$ cat src/rtl/mpu_mem_xfer.sv
// Load/store engine moving an MxN matrix of FP elements between a memory stream
// and one register-file slot, with optional transpose and a 2-entry store FIFO.
module mpu_mem_xfer #(
    parameter int FPBITS   = 31,
    parameter int M_MAX    = 3,
    parameter int N_MAX    = 3,
    parameter int NUM_REGS = 4,
    localparam int AW = $clog2(NUM_REGS),
    localparam int MW = $clog2(M_MAX + 1),
    localparam int NW = $clog2(N_MAX + 1),
    localparam int IW = $clog2((M_MAX > N_MAX) ? M_MAX : N_MAX),
    localparam int EW = FPBITS + 1
) (
    input  logic          clk,
    input  logic          rst,
    input  logic          load_en_in,
    input  logic          store_en_in,
    input  logic [AW-1:0] addr_in,
    input  logic [MW-1:0] m_in,
    input  logic [NW-1:0] n_in,
    input  logic          transpose_in,
    output logic          busy_out,
    output logic          done_out,
    output logic          error_out,
    input  logic [EW-1:0] mem_load_element_in,
    input  logic          mem_load_valid_in,
    output logic          mem_load_ready_out,
    output logic [EW-1:0] mem_store_element_out,
    output logic          mem_store_valid_out,
    output logic          mem_store_last_out,
    input  logic          mem_store_ready_in,
    output logic          reg_wr_en_out,
    output logic          reg_rd_en_out,
    output logic [AW-1:0] reg_addr_out,
    output logic [IW-1:0] reg_i_out,
    output logic [IW-1:0] reg_j_out,
    output logic [EW-1:0] reg_wr_element_out,
    output logic [MW-1:0] reg_m_size_out,
    output logic [NW-1:0] reg_n_size_out,
    input  logic [EW-1:0] reg_rd_element_in
);

    typedef enum logic [1:0] {S_IDLE, S_LOAD, S_STORE, S_DONE} state_t;

    state_t        state_q, state_d;
    logic [AW-1:0] addr_q, addr_d;
    logic [MW-1:0] m_q, m_d, r_q, r_d;
    logic [NW-1:0] n_q, n_d, c_q, c_d;
    logic          tr_q, tr_d;
    logic          err_q, err_d;
    logic          issued_all_q, issued_all_d;
    logic          infl_q, infl_d, infl_last_q, infl_last_d;
    logic [1:0]    cnt_q, cnt_d;
    logic [EW-1:0] f0_q, f0_d, f1_q, f1_d;
    logic          l0_q, l0_d, l1_q, l1_d;

    logic size_ok, start_ok, c_last, at_end;
    logic load_hs, rd_issue, strobe, st_valid, pop, head_last;
    logic [EW-1:0] head_data;

    assign size_ok  = (m_in != '0) && ({1'b0, m_in} <= (MW+1)'(M_MAX)) &&
                      (n_in != '0) && ({1'b0, n_in} <= (NW+1)'(N_MAX));
    assign start_ok = (load_en_in ^ store_en_in) && size_ok;
    assign c_last   = (c_q == n_q - NW'(1));
    assign at_end   = c_last && (r_q == m_q - MW'(1));

    assign load_hs  = (state_q == S_LOAD) && mem_load_valid_in;
    // Occupancy plus the read still in flight must leave room for the new element.
    assign rd_issue = (state_q == S_STORE) && !issued_all_q &&
                      ((cnt_q == 2'd0) || ((cnt_q == 2'd1) && !infl_q));
    assign strobe   = load_hs || rd_issue;

    // Data returning from the register file is visible at the head the cycle it arrives.
    assign st_valid  = (cnt_q != 2'd0) || infl_q;
    assign head_data = (cnt_q != 2'd0) ? f0_q : reg_rd_element_in;
    assign head_last = (cnt_q != 2'd0) ? l0_q : infl_last_q;
    assign pop       = st_valid && mem_store_ready_in;

    always_comb begin
        state_d      = state_q;
        addr_d       = addr_q;
        m_d          = m_q;
        n_d          = n_q;
        tr_d         = tr_q;
        r_d          = r_q;
        c_d          = c_q;
        err_d        = 1'b0;
        issued_all_d = issued_all_q;
        infl_d       = rd_issue;
        infl_last_d  = rd_issue && at_end;
        f0_d         = f0_q;
        f1_d         = f1_q;
        l0_d         = l0_q;
        l1_d         = l1_q;
        cnt_d        = cnt_q;

        case (state_q)
            S_IDLE: begin
                if (load_en_in || store_en_in) begin
                    if (start_ok) begin
                        addr_d       = addr_in;
                        m_d          = m_in;
                        n_d          = n_in;
                        tr_d         = transpose_in;
                        r_d          = '0;
                        c_d          = '0;
                        issued_all_d = 1'b0;
                        state_d      = load_en_in ? S_LOAD : S_STORE;
                    end else begin
                        err_d = 1'b1;
                    end
                end
            end
            S_LOAD:  if (load_hs && at_end) state_d = S_DONE;
            S_STORE: if (pop && head_last) state_d = S_DONE;
            default: state_d = S_IDLE;
        endcase

        if (strobe) begin
            if (c_last) begin
                c_d = '0;
                r_d = r_q + MW'(1);
            end else begin
                c_d = c_q + NW'(1);
            end
            if (rd_issue && at_end) issued_all_d = 1'b1;
        end

        // FIFO: shift on pop, append the returning element behind what remains.
        if (pop && cnt_q != 2'd0) begin
            f0_d  = f1_q;
            l0_d  = l1_q;
            cnt_d = cnt_q - 2'd1;
            if (infl_q) begin
                cnt_d = cnt_q;
                if (cnt_q == 2'd1) begin
                    f0_d = reg_rd_element_in;
                    l0_d = infl_last_q;
                end else begin
                    f1_d = reg_rd_element_in;
                    l1_d = infl_last_q;
                end
            end
        end else if (!pop && infl_q) begin
            cnt_d = cnt_q + 2'd1;
            if (cnt_q == 2'd0) begin
                f0_d = reg_rd_element_in;
                l0_d = infl_last_q;
            end else begin
                f1_d = reg_rd_element_in;
                l1_d = infl_last_q;
            end
        end
    end

    always_ff @(posedge clk) begin
        if (rst) begin
            state_q      <= S_IDLE;
            addr_q       <= '0;
            m_q          <= '0;
            n_q          <= '0;
            tr_q         <= 1'b0;
            r_q          <= '0;
            c_q          <= '0;
            err_q        <= 1'b0;
            issued_all_q <= 1'b0;
            infl_q       <= 1'b0;
            infl_last_q  <= 1'b0;
            cnt_q        <= '0;
        end else begin
            state_q      <= state_d;
            addr_q       <= addr_d;
            m_q          <= m_d;
            n_q          <= n_d;
            tr_q         <= tr_d;
            r_q          <= r_d;
            c_q          <= c_d;
            err_q        <= err_d;
            issued_all_q <= issued_all_d;
            infl_q       <= infl_d;
            infl_last_q  <= infl_last_d;
            cnt_q        <= cnt_d;
        end
    end

    always_ff @(posedge clk) begin
        f0_q <= f0_d;
        f1_q <= f1_d;
        l0_q <= l0_d;
        l1_q <= l1_d;
    end

    assign busy_out              = (state_q != S_IDLE);
    assign done_out              = (state_q == S_DONE);
    assign error_out             = err_q;
    assign mem_load_ready_out    = (state_q == S_LOAD);
    assign mem_store_valid_out   = st_valid;
    assign mem_store_element_out = st_valid ? head_data : '0;
    assign mem_store_last_out    = st_valid && head_last;
    assign reg_wr_en_out         = load_hs;
    assign reg_rd_en_out         = rd_issue;
    assign reg_addr_out          = strobe ? addr_q : '0;
    assign reg_i_out             = strobe ? (tr_q ? IW'(c_q) : IW'(r_q)) : '0;
    assign reg_j_out             = strobe ? (tr_q ? IW'(r_q) : IW'(c_q)) : '0;
    assign reg_wr_element_out    = load_hs ? mem_load_element_in : '0;
    assign reg_m_size_out        = load_hs ? (tr_q ? MW'(n_q) : m_q) : '0;
    assign reg_n_size_out        = load_hs ? (tr_q ? NW'(m_q) : n_q) : '0;

endmodule

$ cat config.mk
export PLATFORM = sky130hd
export DESIGN_NAME = mpu_mem_xfer
export DESIGN_NICKNAME = d
export VERILOG_FILES = /design/src/rtl/mpu_mem_xfer.sv
export SDC_FILE = /design/constraint.sdc
export NUM_CORES = 1
export LEC_CHECK = 0
export CAP_MARGIN = 20
export CELL_PAD_IN_SITES_DETAIL_PLACEMENT = 1
export CELL_PAD_IN_SITES_GLOBAL_PLACEMENT = 1
export CORE_MARGIN = 2
export CORE_UTILIZATION = 31
export CTS_BUF_LIST = sky130_fd_sc_hd__clkbuf_2
export DETAILED_ROUTE_END_ITERATION = 10
export MAX_ROUTING_LAYER = met4
export PLACE_DENSITY = 0.8
export SYNTH_ARGS = -nofsm -noshare
export SYNTH_HDL_FRONTEND = slang
export SYNTH_SLANG_ARGS = --single-unit
$ cat constraint.sdc
create_clock -name clk -period 4.3 [get_ports clk]
set_input_delay 1.29 -clock clk [delete_from_list [all_inputs] [get_ports clk]]
set_output_delay 1.29 -clock clk [all_outputs]
set_load 0.01 [all_outputs]
==> impl_metrics.py, run 1 <==
metrics = {
    "status": {
        "status": "finished clean",
    },
    "detailed_routing": {
        "maxUsedRoutingLayer": "met4",
        "drc": 0,
        "wire_per_inst_um": 18.4,
        "drtPass1Iterations": 4,
        "routed_wl_um": 12000,
        "drt_iter0_markers": 131,
        "ant_nets": 0,
        "via_count": 3238,
        "via_per_inst": 4.94,
        "drt-met1-wl_um": 5150,
        "dr_wl_met3_um": 580,
        "met2_wirelength_um": 6160,
    },
    "synth": {
        "syn-instance-count": 318,
        "synth_seq_area_share_pct": 58.1,
        "synth_ff_type": "edfxtp_1",
        "netlist_area_mm2": 0.00407,
        "synth_nets": 402,
        "synth_edf_count": 66,
        "synth_cell_types": 38,
        "yosys_register_bits": 85,
        "syn_avg_cell_area_um2": 12.8,
        "async_flop_share_pct": 0,
        "ys_warn_count": 0,
    },
    "grt": {
        "grt_pass1_vias": 3504,
        "grt_pass1_wl_um": 19300,
        "grt_max_degree": 36,
        "grt_usage_pct": 17.7,
        "antenna_found_initial": 0,
        "grt_overflow": 0,
    },
    "die": {
        "placementRows": 41,
        "io_pins": 159,
        "initial_core_util_pct": 32.0,
        "die-area_mm2": 0.0141,
        "core_mm2": 0.0127,
        "fp.dieH_um": 119,
        "fp.dieW_um": 119,
    },
    "power": {
        "p_sw_mw": 0.794,
        "p_int_mw": 1.68,
        "p_clk_share_pct": 19.9,
        "swShare_pct": 32.1,
        "leakagePower_nw": 2.22,
        "peakVddDrop_v": 0.000134,
        "power.total_mw": 2.47,
        "p_seq_share_pct": 41.5,
        "p_per_area_mw_per_mm2": 409,
        "comb_power_share_pct": 38.7,
    },
    "cells_and_area": {
        "antenna_cells": 0,
        "regArea_mm2": 0.00236,
        "final_cells": 655,
        "nNetsFinal": 562,
        "multiInputGateArea_mm2": 0.00159,
        "post-route-util_pct": 47.5,
        "fillers": 1380,
        "area_delta_synth_final_pct": 48.4,
        "fin_area_mm2": 0.00604,
        "layout-drive-gt1-share_pct": 13.3,
    },
    "flow_run": {
        "max-cap-violations": 0,
    },
    "critical_path": {
        "cp.required_ns": 3.01,
        "critPathTopFamily": "buffers and inverters",
        "slowest_stage": "clkdlybuf4s50_1",
        "cp.arrival_ns": 2.87,
        "crit_fanout": 8,
        "cp_cell_sequence": "clkdlybuf4s50_1 -> nand2_1 -> inv_1 -> nor2_1 -> buf_4 -> nor2_1 -> clkdlybuf4s50_1",
        "critPathMaxStageDelay_ns": 0.55,
        "crit_path_start_kind": "input port",
        "critical_path_class": "input port to primary output",
        "cp_num_buf_inv": 4,
        "cp-end-kind": "primary output",
    },
    "sta": {
        "fmax_ghz": 0.240,
        "setup_ws_ns": 0.142,
        "fin_hold_ws_ns": 0.523,
        "tns_ns": 0,
        "final_max_slew_viol_count": 0,
        "period_needed_ns": 4.16,
        "worst_slew_pin_slew_ns": 0.707,
        "setup_violations": 0,
        "fin_crit_sh_pct": 96.7,
        "grt_setup_unrepaired": "no",
        "finalHoldViolCount": 0,
        "skew_ns": 0.0223,
        "slew_headroom_pct": 52.7,
    },
    "cts": {
        "clock-root-buffer": "clkbuf_2",
        "cts_tree": "yes",
        "clock-sinks": 85,
        "clk_path_buf_depth": 2,
        "htree_levels": 3,
        "cts_inserted_buffers": 9,
        "clk_pin_slew_ns": 0.24,
        "clock_latency_ns": 0.56,
        "post-cts-setup-buffer-count": 0,
    },
    "place": {
        "post-place-ws_ns": 0.0845,
        "placed_area_mm2": 0.00589,
        "dpl.cell_count": 639,
        "gp_congestion": 0.730,
        "port_buffers": 158,
        "dpl.hpwl_um": 8750,
    },
    "hold_path": {
        "hold_class": "register to register",
    },
}
[cells in the final DEF (no fill, tap or decap), types with 5 or more instances in the layout]
cell type,count
ha_1,6
buf_4,9
a22o_1,31
edfxtp_1,66
clkdlybuf4s50_1,158
nor2_1,19
and3_1,32
a21oi_1,7
dfxtp_1,19
inv_1,14
mux2_2,33
nand2_1,6
nor2b_1,8
clkbuf_2,9
o21ai_0,5
mux2i_1,20
[layer usage]
metal | GRT usage (%) | vias to the layer above
met3 | 3.57 | 12
met2 | 30.7 | 92
met1 | 20.9 | 1608
met5 | - | -
li1 | - | 1526
met4 | 4.61 | 0
[what timing repair did]
item | in CTS | in global routing
hold buffers | 0 | 0
gates resized for setup | 1 | 0
setup endpoints to repair | 6 | 0
[final timing paths]
check                           depth (start not counted)      endpoint         startpoint  slack (ns)
worst max-delay path                                    7  reg_j_out[0]  mem_load_valid_in        0.14
worst min register to register                          0          l1_q        infl_last_q        0.52
worst min-delay path                                    0          l1_q        infl_last_q        0.52
worst max register to register                          8      f0_q[21]           cnt_q[0]        1.68
[final cells by class]
type,count,share of cell area [%]
well taps,172,3.56
repair buffers,168,27.6
clock buffers,9,0.746
multi-input cells,199,26.4
inverters,15,0.932
clock inverters,7,1.62
flip-flops and latches,85,39.1
[power groups by stage]
stage | clock network [mW] | logic (mW) | registers (mW)
2_1_floorplan | 0 | 0.493 | 1.03
3_3_place_gp | 0 | 0.921 | 1.04
3_5_place_dp | 0 | 0.957 | 1.04
4_1_cts | 0.509 | 0.963 | 1.03
5_1_grt | 0.539 | 1.03 | 1.03
6_report | 0.491 | 0.955 | 1.02
[cells by family after synthesis]
family,Yosys count,share of synthesized area (%)
adder cells (fa/ha/maj),7,2.15
AND/OR/NAND/NOR,80,11.1
buffers and inverters,34,3.23
XOR/XNOR,3,0.646
AO/OA/AOI/OAI,56,10.7
multiplexers,53,14.1
flip-flops,85,58.1
[cell usage after synthesis, types with 2 or more instances]
master / n / area share (%)
a211oi_1: 3 / 0.55
nor4b_1: 2 / 0.43
and3_1: 32 / 4.9
nand3_1: 2 / 0.25
nand2_1: 6 / 0.55
dfxtp_1: 19 / 9.3
or4_1: 2 / 0.37
mux2_2: 33 / 9.1
o21ai_0: 5 / 0.61
ha_1: 7 / 2.2
xnor2_1: 2 / 0.43
edfxtp_1: 66 / 49
buf_2: 3 / 0.37
inv_1: 14 / 1.3
nor2_1: 20 / 1.8
a22o_1: 31 / 6.7
clkbuf_1: 16 / 1.5
nor2b_1: 8 / 1.2
mux2i_1: 20 / 4.9
o2bb2ai_1: 2 / 0.43
a21oi_1: 7 / 0.86
nand2b_1: 2 / 0.31
[flip-flops by register name, indices dropped and copies added, names as in the netlist, 2 cells and up]
signal   cells
m_q          2
r_q          2
cnt_q        2
state_q      2
f1_q        32
addr_q       2
n_q          2
f0_q        32
c_q          2
Note: power is estimated with default switching activity, not from simulation.
==> run 2: changes to the inputs <==
- CTS_CLUSTER_SIZE: default -> 14
- TNS_END_PERCENT: default -> 5
==> results of run 2 <==
Final layout, timing and power as in run 1 (identical DEF).
